[src/rtl/muldiv_pkg.sv]
// Shared definitions for the RV32M multiply/divide unit.
// Contains:
//   - the default operand width
//   - TRUE/FALSE constants
//   - the funct3 op encodings
//   - the controller state type
//   - small op-decode helpers used by the controller
package muldiv_pkg;

  localparam int unsigned XlenDefault = 32;

  localparam logic True  = 1'b1;
  localparam logic False = 1'b0;

  // RV32M funct3 encodings
  typedef enum logic [2:0] {
    OpMul    = 3'b000,
    OpMulh   = 3'b001,
    OpMulhsu = 3'b010,
    OpMulhu  = 3'b011,
    OpDiv    = 3'b100,
    OpDivu   = 3'b101,
    OpRem    = 3'b110,
    OpRemu   = 3'b111
  } muldiv_op_e;

  typedef enum logic [2:0] {
    StIdle,
    StPrep,
    StBusy,
    StFix,
    StDone
  } muldiv_state_e;

  function automatic logic op_is_div(muldiv_op_e op);
    return (op == OpDiv) || (op == OpDivu) || (op == OpRem) || (op == OpRemu);
  endfunction

  function automatic logic op_is_rem(muldiv_op_e op);
    return (op == OpRem) || (op == OpRemu);
  endfunction

  function automatic logic op_src1_signed(muldiv_op_e op);
    return (op == OpMulh) || (op == OpMulhsu) || (op == OpDiv) || (op == OpRem);
  endfunction

  function automatic logic op_src2_signed(muldiv_op_e op);
    return (op == OpMulh) || (op == OpDiv) || (op == OpRem);
  endfunction

endpackage

[src/rtl/muldiv_core.sv]
// Unsigned iterative multiply/divide datapath. One step per step_i cycle.
// Ports:
//   clk_i, rst_ni - clock, async active-low reset
//   load_i        - load op_a_i into the accumulator low half, op_b_i into the operand reg
//   step_i        - perform one iteration
//   div_mode_i    - sampled on load: 1 = restoring divide, 0 = shift-add multiply
//   op_a_i/op_b_i - multiplier/multiplicand or dividend/divisor (unsigned)
//   acc_o         - accumulator; after XLEN steps: product, or {remainder, quotient}
module muldiv_core
  import muldiv_pkg::*;
#(
  parameter int unsigned XLEN = XlenDefault
) (
  input  logic              clk_i,
  input  logic              rst_ni,
  input  logic              load_i,
  input  logic              step_i,
  input  logic              div_mode_i,
  input  logic [XLEN-1:0]   op_a_i,
  input  logic [XLEN-1:0]   op_b_i,
  output logic [2*XLEN-1:0] acc_o
);

  logic [2*XLEN-1:0] acc_q, acc_d;
  logic [XLEN-1:0]   b_q, b_d;
  logic              div_q, div_d;

  logic [XLEN-1:0]   hi, lo;
  logic [XLEN:0]     add_sum;
  logic [XLEN:0]     rem_shift;
  logic [XLEN:0]     rem_diff;
  logic              rem_ge;
  logic [2*XLEN-1:0] mul_next, div_next;

  assign hi = acc_q[2*XLEN-1:XLEN];
  assign lo = acc_q[XLEN-1:0];

  // Multiply: add multiplicand to the high half when the multiplier LSB is set, then shift
  // right with the carry moving into the top bit.
  assign add_sum  = {1'b0, hi} + {1'b0, (lo[0] ? b_q : {XLEN{1'b0}})};
  assign mul_next = {add_sum, lo[XLEN-1:1]};

  // Divide: shift the next dividend bit into the partial remainder; subtract when it fits.
  assign rem_shift = acc_q[2*XLEN-1:XLEN-1];
  assign rem_diff  = rem_shift - {1'b0, b_q};
  assign rem_ge    = (rem_shift >= {1'b0, b_q});
  assign div_next  = {(rem_ge ? rem_diff[XLEN-1:0] : rem_shift[XLEN-1:0]),
                      lo[XLEN-2:0], rem_ge};

  always_comb begin
    acc_d = acc_q;
    b_d   = b_q;
    div_d = div_q;
    if (load_i) begin
      acc_d = {{XLEN{1'b0}}, op_a_i};
      b_d   = op_b_i;
      div_d = div_mode_i;
    end else if (step_i) begin
      acc_d = div_q ? div_next : mul_next;
    end
  end

  always_ff @(posedge clk_i or negedge rst_ni) begin
    if (!rst_ni) begin
      acc_q <= '0;
      b_q   <= '0;
      div_q <= 1'b0;
    end else begin
      acc_q <= acc_d;
      b_q   <= b_d;
      div_q <= div_d;
    end
  end

  assign acc_o = acc_q;

endmodule

[src/rtl/muldiv_ctrl.sv]
// RV32M multiply/divide controller. Owns the FSM, iteration counter, special-case detection,
// operand sign preparation and result sign fix-up; iteration runs in muldiv_core.
// Ports:
//   clk, rst_n          - clock, async active-low reset
//   ex_muldiv_req       - EX holds an M instruction (held stable while stalled)
//   ex_muldiv_op        - funct3
//   ex_src1, ex_src2    - operands
//   pipe_flush          - abandon any operation, return to IDLE
//   muldiv_stall        - stall request to pipe_ctrl
//   muldiv_done         - muldiv_result valid this cycle
//   muldiv_result       - rd write data (held outside DONE)
//   muldiv_busy         - FSM not in IDLE
module muldiv_ctrl
  import muldiv_pkg::*;
#(
  parameter int unsigned XLEN  = XlenDefault,
  parameter int unsigned CNT_W = 5
) (
  input  logic            clk,
  input  logic            rst_n,
  input  logic            ex_muldiv_req,
  input  logic [2:0]      ex_muldiv_op,
  input  logic [XLEN-1:0] ex_src1,
  input  logic [XLEN-1:0] ex_src2,
  input  logic            pipe_flush,
  output logic            muldiv_stall,
  output logic            muldiv_done,
  output logic [XLEN-1:0] muldiv_result,
  output logic            muldiv_busy
);

  localparam logic [CNT_W-1:0] CntLast = CNT_W'(XLEN - 1);

  muldiv_state_e     state_q, state_d;
  logic [CNT_W-1:0]  cnt_q, cnt_d;
  muldiv_op_e        op_q, op_d;
  logic              neg_res_q, neg_res_d;
  logic              neg_rem_q, neg_rem_d;
  logic [XLEN-1:0]   result_q, result_d;

  muldiv_op_e        op_in;
  logic              src1_neg, src2_neg;
  logic [XLEN-1:0]   abs1, abs2;
  logic              div_zero, div_ovf, special;
  logic [XLEN-1:0]   special_result;
  logic [XLEN-1:0]   fix_result;

  logic              core_load, core_step;
  logic [2*XLEN-1:0] core_acc;
  logic [2*XLEN-1:0] prod_fix;
  logic [XLEN-1:0]   quo_fix, rem_fix;

  // Operand decode (valid while the request is held in IDLE/PREP)
  assign op_in    = muldiv_op_e'(ex_muldiv_op);
  assign src1_neg = op_src1_signed(op_in) & ex_src1[XLEN-1];
  assign src2_neg = op_src2_signed(op_in) & ex_src2[XLEN-1];
  assign abs1     = src1_neg ? -ex_src1 : ex_src1;
  assign abs2     = src2_neg ? -ex_src2 : ex_src2;

  // Cases resolved without iterating: divide by zero and signed MIN / -1
  assign div_zero = op_is_div(op_in) && (ex_src2 == '0);
  assign div_ovf  = ((op_in == OpDiv) || (op_in == OpRem)) &&
                    (ex_src1 == {1'b1, {(XLEN-1){1'b0}}}) && (ex_src2 == '1);
  assign special  = div_zero | div_ovf;

  always_comb begin
    special_result = '0;
    if (div_zero) begin
      special_result = op_is_rem(op_in) ? ex_src1 : '1;
    end else if (div_ovf) begin
      special_result = op_is_rem(op_in) ? '0 : ex_src1;
    end
  end

  // Sign fix-up of the unsigned core result
  assign prod_fix = neg_res_q ? -core_acc : core_acc;
  assign quo_fix  = neg_res_q ? -core_acc[XLEN-1:0] : core_acc[XLEN-1:0];
  assign rem_fix  = neg_rem_q ? -core_acc[2*XLEN-1:XLEN] : core_acc[2*XLEN-1:XLEN];

  always_comb begin
    fix_result = '0;
    unique case (op_q)
      OpMul:                     fix_result = prod_fix[XLEN-1:0];
      OpMulh, OpMulhsu, OpMulhu: fix_result = prod_fix[2*XLEN-1:XLEN];
      OpDiv, OpDivu:             fix_result = quo_fix;
      OpRem, OpRemu:             fix_result = rem_fix;
      default:                   fix_result = '0;
    endcase
  end

  // State register
  always_ff @(posedge clk or negedge rst_n) begin
    if (!rst_n) begin
      state_q <= StIdle;
    end else begin
      state_q <= state_d;
    end
  end

  // Next-state logic; flush overrides everything including a new request
  always_comb begin
    state_d = state_q;
    if (pipe_flush) begin
      state_d = StIdle;
    end else begin
      unique case (state_q)
        StIdle: begin
          if (ex_muldiv_req) begin
            state_d = special ? StDone : StPrep;
          end
        end
        StPrep:  state_d = StBusy;
        StBusy:  state_d = (cnt_q == CntLast) ? StFix : StBusy;
        StFix:   state_d = StDone;
        StDone:  state_d = StIdle;
        default: state_d = StIdle;
      endcase
    end
  end

  // Outputs
  always_comb begin
    muldiv_done   = (state_q == StDone);
    muldiv_busy   = (state_q != StIdle);
    muldiv_stall  = ex_muldiv_req & ~muldiv_done;
    muldiv_result = result_q;
  end

  // Datapath next-state
  always_comb begin
    cnt_d     = cnt_q;
    op_d      = op_q;
    neg_res_d = neg_res_q;
    neg_rem_d = neg_rem_q;
    result_d  = result_q;
    core_load = False;
    core_step = False;
    if (!pipe_flush) begin
      unique case (state_q)
        StIdle: begin
          if (ex_muldiv_req && special) begin
            result_d = special_result;
          end
        end
        StPrep: begin
          cnt_d     = '0;
          op_d      = op_in;
          neg_res_d = src1_neg ^ src2_neg;
          neg_rem_d = src1_neg;
          core_load = True;
        end
        StBusy: begin
          cnt_d     = cnt_q + 1'b1;
          core_step = True;
        end
        StFix: begin
          result_d = fix_result;
        end
        StDone: begin
        end
        default: begin
        end
      endcase
    end
  end

  always_ff @(posedge clk or negedge rst_n) begin
    if (!rst_n) begin
      cnt_q     <= '0;
      op_q      <= OpMul;
      neg_res_q <= 1'b0;
      neg_rem_q <= 1'b0;
      result_q  <= '0;
    end else begin
      cnt_q     <= cnt_d;
      op_q      <= op_d;
      neg_res_q <= neg_res_d;
      neg_rem_q <= neg_rem_d;
      result_q  <= result_d;
    end
  end

  muldiv_core #(
    .XLEN(XLEN)
  ) u_core (
    .clk_i      (clk),
    .rst_ni     (rst_n),
    .load_i     (core_load),
    .step_i     (core_step),
    .div_mode_i (op_is_div(op_in)),
    .op_a_i     (abs1),
    .op_b_i     (abs2),
    .acc_o      (core_acc)
  );

endmodule

[config.mk]
export PLATFORM = sky130hd
export DESIGN_NAME = muldiv_ctrl
export DESIGN_NICKNAME = d
export VERILOG_FILES = /design/src/rtl/muldiv_pkg.sv /design/src/rtl/muldiv_core.sv /design/src/rtl/muldiv_ctrl.sv
export SDC_FILE = /design/constraint.sdc
export NUM_CORES = 1
export LEC_CHECK = 0
export CAP_MARGIN = 20
export CORE_MARGIN = 2
export CORE_UTILIZATION = 38
export DETAILED_ROUTE_END_ITERATION = 10
export MAX_ROUTING_LAYER = met4
export PLACE_DENSITY = 0.55
export SYNTH_ARGS = -nofsm -noshare
export SYNTH_HDL_FRONTEND = slang
export SYNTH_SLANG_ARGS = --single-unit
export TNS_END_PERCENT = 10
[constraint.sdc]
create_clock -name clk -period 3 [get_ports clk]
set_input_delay 0.45 -clock clk [delete_from_list [all_inputs] [get_ports clk]]
set_output_delay 0.45 -clock clk [all_outputs]
set_load 0.05 [all_outputs]
## Word level (Yosys, flattened, before mapping)

Index checks and enable logic that the tools add are counted.

| storage, ports and cells | value |
|---|---|
| latch bits | 0 |
| memories kept | 0 |
| input port bits | 71 |
| register bits | 142 |
| output and inout port bits | 35 |
| RAM bits | 0 |
| word-level logic and storage cells | 101 |
| bits in read-only memories | 0 |

| cells by class | value |
|---|---|
| $lt $le $gt $ge | 1 |
| mux-type cells | 27 |
| div/mod/pow operators | 0 |
| $mul | 0 |
| reductions and logical operators | 27 |
| equality and inequality tests | 22 |
| add/subtract/negate cells | 8 |
| bitwise logic cells | 7 |
| shift operators | 0 |

Operators by type and width:

| kind | number |
|---|---|
| two-way mux 32 bit | 11 |
| two-way mux 64 bit | 4 |
| negation 32 bit | 4 |
| case mux 32 bit (4 select lines) | 1 |
| equality test 32 bit, second input constant | 2 |
| negation 64 bit | 1 |
| case mux 32 bit (2 select lines) | 1 |
| adder 32 x 32 -> 33 bit | 1 |
| >= comparator 33 x 32 -> 1 bit | 1 |
| logical NOT 32 bit | 1 |
| subtractor 32 bit | 1 |
| equality test 3 bit, second input constant | 9 |
| equality test 3 x 2 -> 1 bit, second input constant | 5 |
| case mux 3 bit (4 select lines) | 1 |
| logical OR 1 bit | 10 |
| case mux 5 bit (2 select lines) | 1 |
| equality test 3 x 1 -> 1 bit, second input constant | 3 |
| two-way mux 3 bit | 3 |
| logical NOT 3 bit | 2 |
| nonzero test 2 bit | 3 |
| adder 5 x 1 -> 5 bit, second input constant | 1 |
| equality test 5 bit, second input constant | 1 |
| two-way mux 1 bit | 5 |
| logical AND 1 bit | 4 |
| other kinds (11) | 16 |

## Logic depth before layout (Yosys ltp)

Gate-level depths: netlist of run 1.

| logic depth | value |
|---|---|
| depth after elaboration | 10 |
| mapped depth | 15 |
| gate-level depth less buffers | 13 |

## Cells and area by module

From an unflattened synthesis of run 1, not the netlist that was laid out.

| unflattened totals | value |
|---|---|
| cells, all modules | 1965 |
| area, all modules | 15059.4 um^2 |

By module, submodules not included:

| module | area each (um^2) | sequential area each (um^2) | cells each | times used |
|---|---|---|---|---|
| muldiv_core | 8393.0 | 2427.3 | 1058 | 1 |
| muldiv_ctrl | 6666.4 | 1126.1 | 907 | 1 |

## Worst setup path after synthesis of run 1

Ideal clock, no wire load.

| timing | value |
|---|---|
| kind | reg2reg |
| start | register u_core.acc_q[40] (netlist: u_core.acc_o[40]) |
| end | register u_core.acc_q[36] (netlist: u_core.acc_o[36]) |
| path slack | -0.340 ns |
| clock period less this slack | 3.340 ns |
| data required time | 2.875 ns |
| arrival time | 3.216 ns |
| buffers on the path | 2 |
| stages on the path, launching flop included | 12 |
| library setup time | 0.125 ns |
| cell sequence | dfrtp_1 -> ha_1 -> or2_2 -> a311o_1 -> a21oi_1 -> a2111oi_0 -> nor4_1 -> o21ai_1 -> clkbuf_1 -> clkbuf_1 -> a311oi_1 -> nor2_1 |

| between the ends | value |
|---|---|
| longest elaborated chain between the ends | 5 |

RTL lines:

| what | RTL line | RTL |
|---|---|---|
| start: declaration | muldiv_core.sv:24 | `logic [2*XLEN-1:0] acc_q, acc_d;` |
| start signal: assignment | muldiv_core.sv:65 | `acc_q <= '0;` |
| start signal: assignment | muldiv_core.sv:69 | `acc_q <= acc_d;` |
| >= comparator 33 x 32 -> 1 bit | muldiv_core.sv:46 | `assign rem_ge = (rem_shift >= {1'b0, b_q});` |
| two-way mux 32 bit | muldiv_core.sv:47 | `assign div_next = {(rem_ge ? rem_diff[XLEN-1:0] : rem_shift[XLEN-1:0]),` |
| two-way mux 64 bit | muldiv_core.sv:59 | `acc_d = div_q ? div_next : mul_next;` |
| two-way mux 64 bit | muldiv_core.sv:58 | `end else if (step_i) begin` |
| two-way mux 64 bit | muldiv_core.sv:54 | `if (load_i) begin` |

No other way between the ends. The select of a mux whose other input is x is not followed.
A chain may end at the register's enable or synchronous reset.

## Worst setup path after layout of run 1

| timing | value |
|---|---|
| start | register u_core.acc_q[21] (netlist: u_core.acc_o[21]) |
| end | register result_q[19] (netlist: muldiv_result[19]) |

| between the ends | value |
|---|---|
| longest elaborated chain between the ends | 4 |

RTL lines:

| what | RTL line | RTL |
|---|---|---|
| negation 64 bit | muldiv_ctrl.sv:76 | `assign prod_fix = neg_res_q ? -core_acc : core_acc;` |
| two-way mux 64 bit | muldiv_ctrl.sv:76 |  |
| case mux 32 bit (4 select lines) | muldiv_ctrl.sv:82 | `unique case (op_q)` |
| case mux 32 bit (2 select lines) | muldiv_ctrl.sv:139 | `unique case (state_q)` |
| end signal: assignment | muldiv_ctrl.sv:179 | `result_q <= result_d;` |
| end: declaration | muldiv_ctrl.sv:39 | `logic [XLEN-1:0] result_q, result_d;` |

No other way between the ends.

==> impl_results.md, run 1 <==
* Worst hold path type: input pin to asynchronous set/reset pin
* CTS root buf: clkbuf_16
* Commonest non-fill, non-tap cell in the layout: buf_4
* Violated checks: negative hold slack, negative setup slack
* R2r endpoint: muldiv_result[19]$_DFFE_PN0P_
* Register share of total power at 16.0%
* Part of the cycle the worst path needs at 115.3%
* CTS tree: built
* Share of layout cells above drive strength 1 at 27.01%
* Worst-path fanout max at 4
* Area Growth Syn to Fin at 43.26%
* Largest net degree at the start of global routing at 70
* Synth Cell Area at 14080 µm²
* Asr flop ratio synth at 100.0%
* Min Clock Period, post-route at 3.459 ns
* Compound-Gate Fraction of Synth Area at 26.87%
* Multi-input logic area at 10550 µm²
* Hold buffers post-CTS at 0
* Setup ws final at -0.4585 ns
* Fillers at 3474
* Clock latency at the later pin of the worst-skew pair at 0.45 ns
* Initial drt markers at 1141
* Mux share of post-synthesis cell area at 3.865%
* Synth Register Bits at 142
* Input/output buffers at 105
* Most used cell, CP: or4_4
* Switch Pwr at 9.542 mW
* RR Startpoint: u_core.acc_o[21]$_DFFE_PN0P_
* Clk network pwr share at 11.2%
* Leak at 8.776 nW
* Drt first pass iters at 5
* Synth Area in Simple Gates at 20.48%
* Core ar. at 36520 µm²
* Fmax at 289.1 MHz
* Die area at 38610 µm²
* Top delay family on crit path: simple AND/OR/NAND/NOR gates
* XOR/XNOR share of the synthesized area at 11.75%
* Hold Slack at -0.01809 ns
* Startpoint Class: flop
* Final Hold Vio Count at 16
* Adder-Cell Fraction of Synth Area at 6.593%
* Max-slew headroom at 43.01%
* Via count at 15976
* Post-synth EDFFs at 0
* Syn Nets at 2006
* Main combinational cell family by area after synthesis: compound AO/OA/AOI/OAI gates
* Crit path DAT at 3.79 ns
* Status: finished, violations left
* Routed WL at 58030 µm
* Int Power at 10.50 mW
* Gate power share at 72.8%
* Clock buffer depth at 2
* I/O Pins at 106
* # DRC at 0
* Max Cap Viol at 0
* # rows at 70
* Crit end category: flop
* Post-synth top flop: dfrtp_1
* Clock Sinks at 142
* Die X at 196.5 µm
* Via/cell ratio at 5.726
* Final Slew Violations at 0
* CTS buffer count at 17
* Pwr dens at 993.2 nW/µm²
* Netlist cell types at 75
* Drt wl/cell at 20.80 µm
* Path depth of the worst reg2reg path at 11
* Setup-failing EPs final at 34
* Synth Warn # at 0
* RePlAce Congestion at 0.9680
* Clk slew on worst S/H paths at 0.07 ns
* Worst stage delay on the critical path at 0.55 ns
* Crit Path Class: flop to flop
* Global router's overall resource usage at 30.65%
* Sequential-to-total area share from yosys stat at 25.23%
* Setup slack, reg-to-reg at -0.46 ns
* Vias in the first global route at 15585
* Crit path max-delay cell type: or4_4
* Starting Density at 38.56%
* Buf/Inv on CP at 2
* Post-route ant nets at 0
* Pwr Total at 20.04 mW
* Synthesized netlist cell count at 1862
* Mean Syn Cell Area at 7.563 µm²
* Fin nets at 2452
* FF/Latch Area at 3560 µm²
* Final Skew at 0.01172 ns
* Die outline height at 196.5 µm
* Overflow after GRT at 0
* First-pass GRT wire length at 89040 µm
* RSZ-0062 raised after global routing: yes
* DPL Wire Length at 46030 µm
* Antenna violations before repair at 1
* Switch share at 47.62%
* VDD IR-drop max at 0.4544 mV
* Most frequent cells in the layout: 417 x buf_4, 226 x nand2_1, 162 x nor2_1, 145 x o21ai_0, 137 x dfrtp_1
* Worst slew pin tran at 0.8509 ns
* CP cell instances: or4_4 -> or4_4 -> buf_6 -> nor4_4 -> nand3_2 -> o31ai_4 -> xnor2_1 -> a222oi_1 -> buf_4 -> o22a_1 -> o21ai_1
* Worst endpoint required time at 3.33 ns
* H-Tree Depth at 4
routing by layer:
metal | vias to the layer above | track usage [%] | routed length, µm | part of all wire [%]
met5 | - | - | 0 | 0
met4 | 0 | 12.57 | 2735 | 4.7
met3 | 116 | 3.782 | 2562 | 4.4
met2 | 455 | 51.68 | 28090 | 48
met1 | 7755 | 37.20 | 24650 | 42
li1 | 7650 | - | - | -
flip-flops by register name, summed over array words and instances, names as in the netlist:
name / count
op_q: 3
u_core.acc_o: 64
state_q: 3
muldiv_result: 32
u_core.div_q: 1
u_core.b_q: 32
neg_res_q: 1
cnt_q: 5
neg_rem_q: 1
power by group through the flow:
stage	clock network [mW]	registers, mW	logic (mW)
global route	2.32	3.28	15.7
global placement	0	3.18	13.3
CTS	2.27	3.18	13.9
finish	2.25	3.21	14.6
floorplan	0	3.67	7.14
detailed placement	0	3.19	13.4
cell usage after synthesis (7+ instances only):
library cell | instances | area share [%]
nand3b_1 | 7 | 0.37
inv_1 | 71 | 1.9
o22ai_1 | 21 | 0.93
mux2i_1 | 51 | 3.6
nor4_1 | 23 | 1.0
dfrtp_1 | 142 | 25
o211ai_1 | 42 | 2.2
nand2b_1 | 14 | 0.62
nor3_1 | 30 | 1.1
or4_1 | 16 | 0.85
xnor2_1 | 94 | 5.8
nor2b_1 | 16 | 0.71
nand2_1 | 229 | 6.1
a211oi_1 | 9 | 0.48
clkbuf_1 | 113 | 3.0
o31ai_1 | 28 | 1.5
nand3_1 | 21 | 0.75
a221oi_1 | 8 | 0.50
a22oi_1 | 13 | 0.69
or3_1 | 14 | 0.62
xor2_1 | 95 | 5.9
a21o_1 | 26 | 1.4
and3_1 | 9 | 0.40
o21a_1 | 10 | 0.53
a31oi_1 | 21 | 0.93
a21oi_1 | 123 | 4.4
and2_1 | 7 | 0.31
nor2_1 | 171 | 4.6
ha_1 | 71 | 6.3
o311ai_0 | 24 | 1.5
o21bai_1 | 11 | 0.59
o21ai_0 | 192 | 6.8
o41ai_1 | 11 | 0.68
nand4_1 | 26 | 1.2
worst reg2reg max path, cell delays in order, from the launching register on:
cell and delay (ns):
dfrtp_1 0.39, or4_4 0.55, or4_4 0.54, buf_6 0.15, nor4_4 0.30, nand3_2 0.15, o31ai_4 0.24, xnor2_1 0.10
a222oi_1 0.48, buf_4 0.22, o22a_1 0.14, o21ai_1 0.06
kinds of logic (layout without fill, tap and decap cells):
| kind of cell | after synthesis | count (layout) |
|---|---|---|
| buf+inv | 194 | 653 |
| fa+ha+maj | 73 | 73 |
| xor+xnor | 189 | 189 |
| flops | 142 | 142 |
| other cells | 0 | 1 |
| simple gates | 612 | 612 |
| mux | 54 | 54 |
| compound gates | 598 | 598 |
timing repair:
item | in CTS | in global routing
gates resized for setup | 114 | 82
pin swaps | 34 | 36
setup buffers | 10 | 6
endpoints found under the setup margin | 64 | 64
through the flow:
step	TNS (ns)	cells	utilization (%)	setup WS (ns)	area (µm²)
finish	-5.597	2790	55.24	-0.4585	20170
global placement	-17.68	2742	51.28	-0.5314	18730
floorplan	-0.005834	1862	-	-0.005834	14160
detailed placement	-20.01	2742	51.28	-0.5931	18730
global route	-10.23	2790	55.24	-0.5232	20170
CTS	-5.009	2783	54.26	-0.3842	19820
how the worst max path moves through the flow:
stage                            startpoint                            end  slack [ns]  depth (start not counted)
2_1_floorplan  u_core.acc_o[40]$_DFFE_PN0P_   u_core.acc_o[36]$_DFFE_PN0P_      -0.006                         11
3_3_place_gp                     ex_src2[0]  muldiv_result[15]$_DFFE_PN0P_       -0.53                         14
3_5_place_dp                     ex_src2[0]  muldiv_result[15]$_DFFE_PN0P_       -0.59                         14
4_1_cts        u_core.acc_o[11]$_DFFE_PN0P_  muldiv_result[19]$_DFFE_PN0P_       -0.38                         11
5_1_grt        u_core.acc_o[21]$_DFFE_PN0P_  muldiv_result[19]$_DFFE_PN0P_       -0.52                         11
6_report       u_core.acc_o[21]$_DFFE_PN0P_  muldiv_result[19]$_DFFE_PN0P_       -0.46                         11
final cells by class:
type | instances | share of cell area (%)
Timing Repair Buffer | 550 | 22.92
Clock buffer | 18 | 2.127
Multi-Input combinational cell | 1526 | 52.27
Inverter | 71 | 1.321
Sequential cell | 142 | 17.64
Tap cell | 468 | 2.903
Antenna cell | 1 | 0.01240
Clock inverter | 14 | 0.8001
Power figures use the tool's default switching activity.
==> run 2, diff against run 1 <==
--- a/config.mk
+++ b/config.mk
@@ -10,7 +10,8 @@
 export CORE_UTILIZATION = 38
 export DETAILED_ROUTE_END_ITERATION = 10
 export MAX_ROUTING_LAYER = met4
-export PLACE_DENSITY = 0.55
+export PLACE_DENSITY = 0.53
+export SKIP_CTS_REPAIR_TIMING = 1
 export SYNTH_ARGS = -nofsm -noshare
 export SYNTH_HDL_FRONTEND = slang
 export SYNTH_SLANG_ARGS = --single-unit
==> constraint.sdc (replaced) <==
create_clock -name clk -period 3.2 [get_ports clk]
set_input_delay 0.48 -clock clk [delete_from_list [all_inputs] [get_ports clk]]
set_output_delay 0.48 -clock clk [all_outputs]
set_load 0.05 [all_outputs]
==> run 2 against run 1 <==
  * The flow finishes with violations (negative setup slack)
  * Sequential power is 1% lower
  * Total power is 10% lower
  * Global-route usage is 0.11 points higher
  * Via count is 1.9% lower
  * Clock skew is 0.0013 ns higher
  * Sequential share of layout area is 0.98 points higher
  * Worst hold slack better by 0.067 ns
  * First-iteration DRC count is 6.7% higher
  * Register-to-register slack better by 0.39 ns
  * Critical path type unchanged
  * Largest cell class unchanged
==> impl_results.md, run 2 (synthesis results as in run 1) <==
* Status: finished, violations left
* Violated checks: negative setup slack
* CTS tree: built
* Pwr dens at 942.5 nW/µm² (-5.1%)
* CTS buffer count at 17 (unchanged)
* Via count at 15675 (-1.9%)
* DPL Wire Length at 45850 µm (-0.40%)
* Part of the cycle the worst path needs at 102.1% (-13 points)
* Setup ws final at -0.06862 ns (+0.3899 ns)
* Final Slew Violations at 0 (unchanged)
* Crit path DAT at 3.61 ns (-0.18 ns)
* Post-route ant nets at 0 (unchanged)
* Max-slew headroom at 52.78% (+9.8 points)
* Leak at 8.297 nW (-5.5%)
* CTS root buf: clkbuf_16
* Clock Sinks at 142 (unchanged)
* Commonest non-fill, non-tap cell in the layout: buf_4
* Crit end category: flop
* Drt wl/cell at 21.54 µm (+3.6%)
* Final Hold Vio Count at 0 (-16)
* Via/cell ratio at 5.816 (+1.6%)
* Clock latency at the later pin of the worst-skew pair at 0.45 ns (about the same)
* Initial drt markers at 1218 (+6.7%)
* Overflow after GRT at 0 (unchanged)
* Share of layout cells above drive strength 1 at 21.91% (-5.1 points)
* Max reg flops at 64 (unchanged)
* Placed Cells at 2651 (-3.3%)
* H-Tree Depth at 4 (unchanged)
* RePlAce Congestion at 0.9549 (-1.4%)
* Clock buffer depth at 2 (unchanged)
* Setup-failing EPs final at 9 (-74%)
* Die outline height at 196.5 µm (unchanged)
* Multi-input logic area at 10190 µm² (-3.4%)
* Routed WL at 58050 µm (about the same)
* # rows at 70 (unchanged)
* Core ar. at 36520 µm² (unchanged)
* # DRC at 0 (unchanged)
* GR Util met3 at 3.662% (-0.12 points)
* Global routing usage on met1 at 38.29% (+1.1 points)
* Final Core Density at 52.34% (-2.9 points)
* Worst-path fanout max at 4 (unchanged)
* Startpoint Class: flop
* Crit Path Class: flop to flop
* Clk slew on worst S/H paths at 0.07 ns (about the same)
* I/O Pins at 106 (unchanged)
* Vias in the first global route at 15350 (-1.5%)
* Min Clock Period, post-route at 3.269 ns (-0.1899 ns)
* Global Route met2 Usage at 49.86% (-1.8 points)
* Area Growth Syn to Fin at 35.74%
* Largest net degree at the start of global routing at 64 (-8.6%)
* Input/output buffers at 105 (unchanged)
* FF/Latch Area at 3561 µm² (about the same)
* Global router's overall resource usage at 30.75% (+0.11 points)
* Final Skew at 0.01307 ns (+0.001347 ns)
* Starting Density at 38.56% (unchanged)
* Pwr Total at 18.02 mW (-10%)
* Die X at 196.5 µm (unchanged)
* Most Crowded Layer GR: met2
* Worst slew pin tran at 0.7057 ns (-0.1452 ns)
* Antenna cells at 0 (-1)
* VDD IR-drop max at 0.4763 mV (+4.8%)
* Fillers at 3581 (+3.1%)
* RSZ-0062 raised after global routing: yes
* Die area at 38610 µm² (unchanged)
* Most frequent cells in the layout: 333 x buf_4, 226 x nand2_1, 169 x nor2_1, 167 x o21ai_0, 136 x dfrtp_1
* First-pass GRT wire length at 88830 µm (-0.24%)
* Worst endpoint required time at 3.54 ns (+0.21 ns)
* Max Cap Viol at 0 (unchanged)
* Antenna violations before repair at 0 (-1)
* Worst hold path type: input pin to asynchronous set/reset pin
* Hold Slack at 0.04913 ns (+0.06722 ns)
* Final std cells w/o fill at 2695 (-3.4%)
* Fin nets at 2358 (-3.8%)
* Drt first pass iters at 7 (+2)
* Fmax at 305.9 MHz (+5.8%)
[run 2: cell count changes in the layout (fill, tap and decap cells not counted), sizes merged]
cell | before | now
buf | 446 | 351
clkinv | 7 | 4
bufinv | 2 | 4
clkbuf | 18 | 19
diode | 1 | 0
inv | 74 | 75
[run 2: stage by stage]
stage / worst slack (ns) / setup TNS [ns] / cell area, µm²
floorplan: -0.05926 / -0.07236 / 14080
global route: -0.1830 / -2.059 / 19120
finish: -0.06862 / -0.3615 / 19120
global placement: -0.4488 / -9.970 / 17970
detailed placement: -0.4610 / -11.57 / 17970
CTS: -0.2651 / -5.903 / 18620
[run 2: cell type report]
cell class / count / area share [%]
clock buffers: 18 / 2.297
clock inverters: 14 / 1.087
inverters: 71 / 1.394
flip-flops and latches: 142 / 18.63
repair buffers: 456 / 20.24
well taps: 468 / 3.063
multi-input cells: 1526 / 53.29
[run 2: worst max-delay path, stage by stage (launching register included)]
cell	delay, ns
dfrtp_1	0.39
or4_4	0.56
or4_4	0.57
or4_4	0.51
buf_4	0.17
or3_4	0.37
a21oi_2	0.14
a21oi_1	0.06
a21oi_2	0.21
o21ai_2	0.10
o311ai_1	0.10
[run 2: metal layers]
metal / vias up / share of wire (%)
met4: 0 / 4.5
met5: - / 0
li1: 7461 / -
met2: 475 / 48
met1: 7633 / 43
met3: 106 / 4.2
[run 2: path summary, 6_finish.rpt]
kind | startpoint | endpoint | slack, ns | depth (start not counted)
max in group asynchronous | rst_n | u_core.b_q[5]$_DFFE_PN0P_ | 2.42 | 2
hold reg to reg | u_core.b_q[24]$_DFFE_PN0P_ | u_core.b_q[24]$_DFFE_PN0P_ | 0.48 | 2
hold / removal | rst_n | u_core.acc_o[5]$_DFFE_PN0P_ | 0.05 | 1
min in group clk | u_core.b_q[24]$_DFFE_PN0P_ | u_core.b_q[24]$_DFFE_PN0P_ | 0.48 | 2
setup reg to reg | u_core.acc_o[12]$_DFFE_PN0P_ | muldiv_result[23]$_DFFE_PN0P_ | -0.07 | 10
setup / recovery | u_core.acc_o[12]$_DFFE_PN0P_ | muldiv_result[23]$_DFFE_PN0P_ | -0.07 | 10
[run 2: power breakdown]
group / total (mW) / internal, mW / leakage, nW / switching, mW
logic: 12.6 / 5.63 / 6.16 / 6.96
registers: 3.17 / 2.42 / 1.82 / 0.750
clock network: 2.26 / 1.34 / 0.310 / 0.919
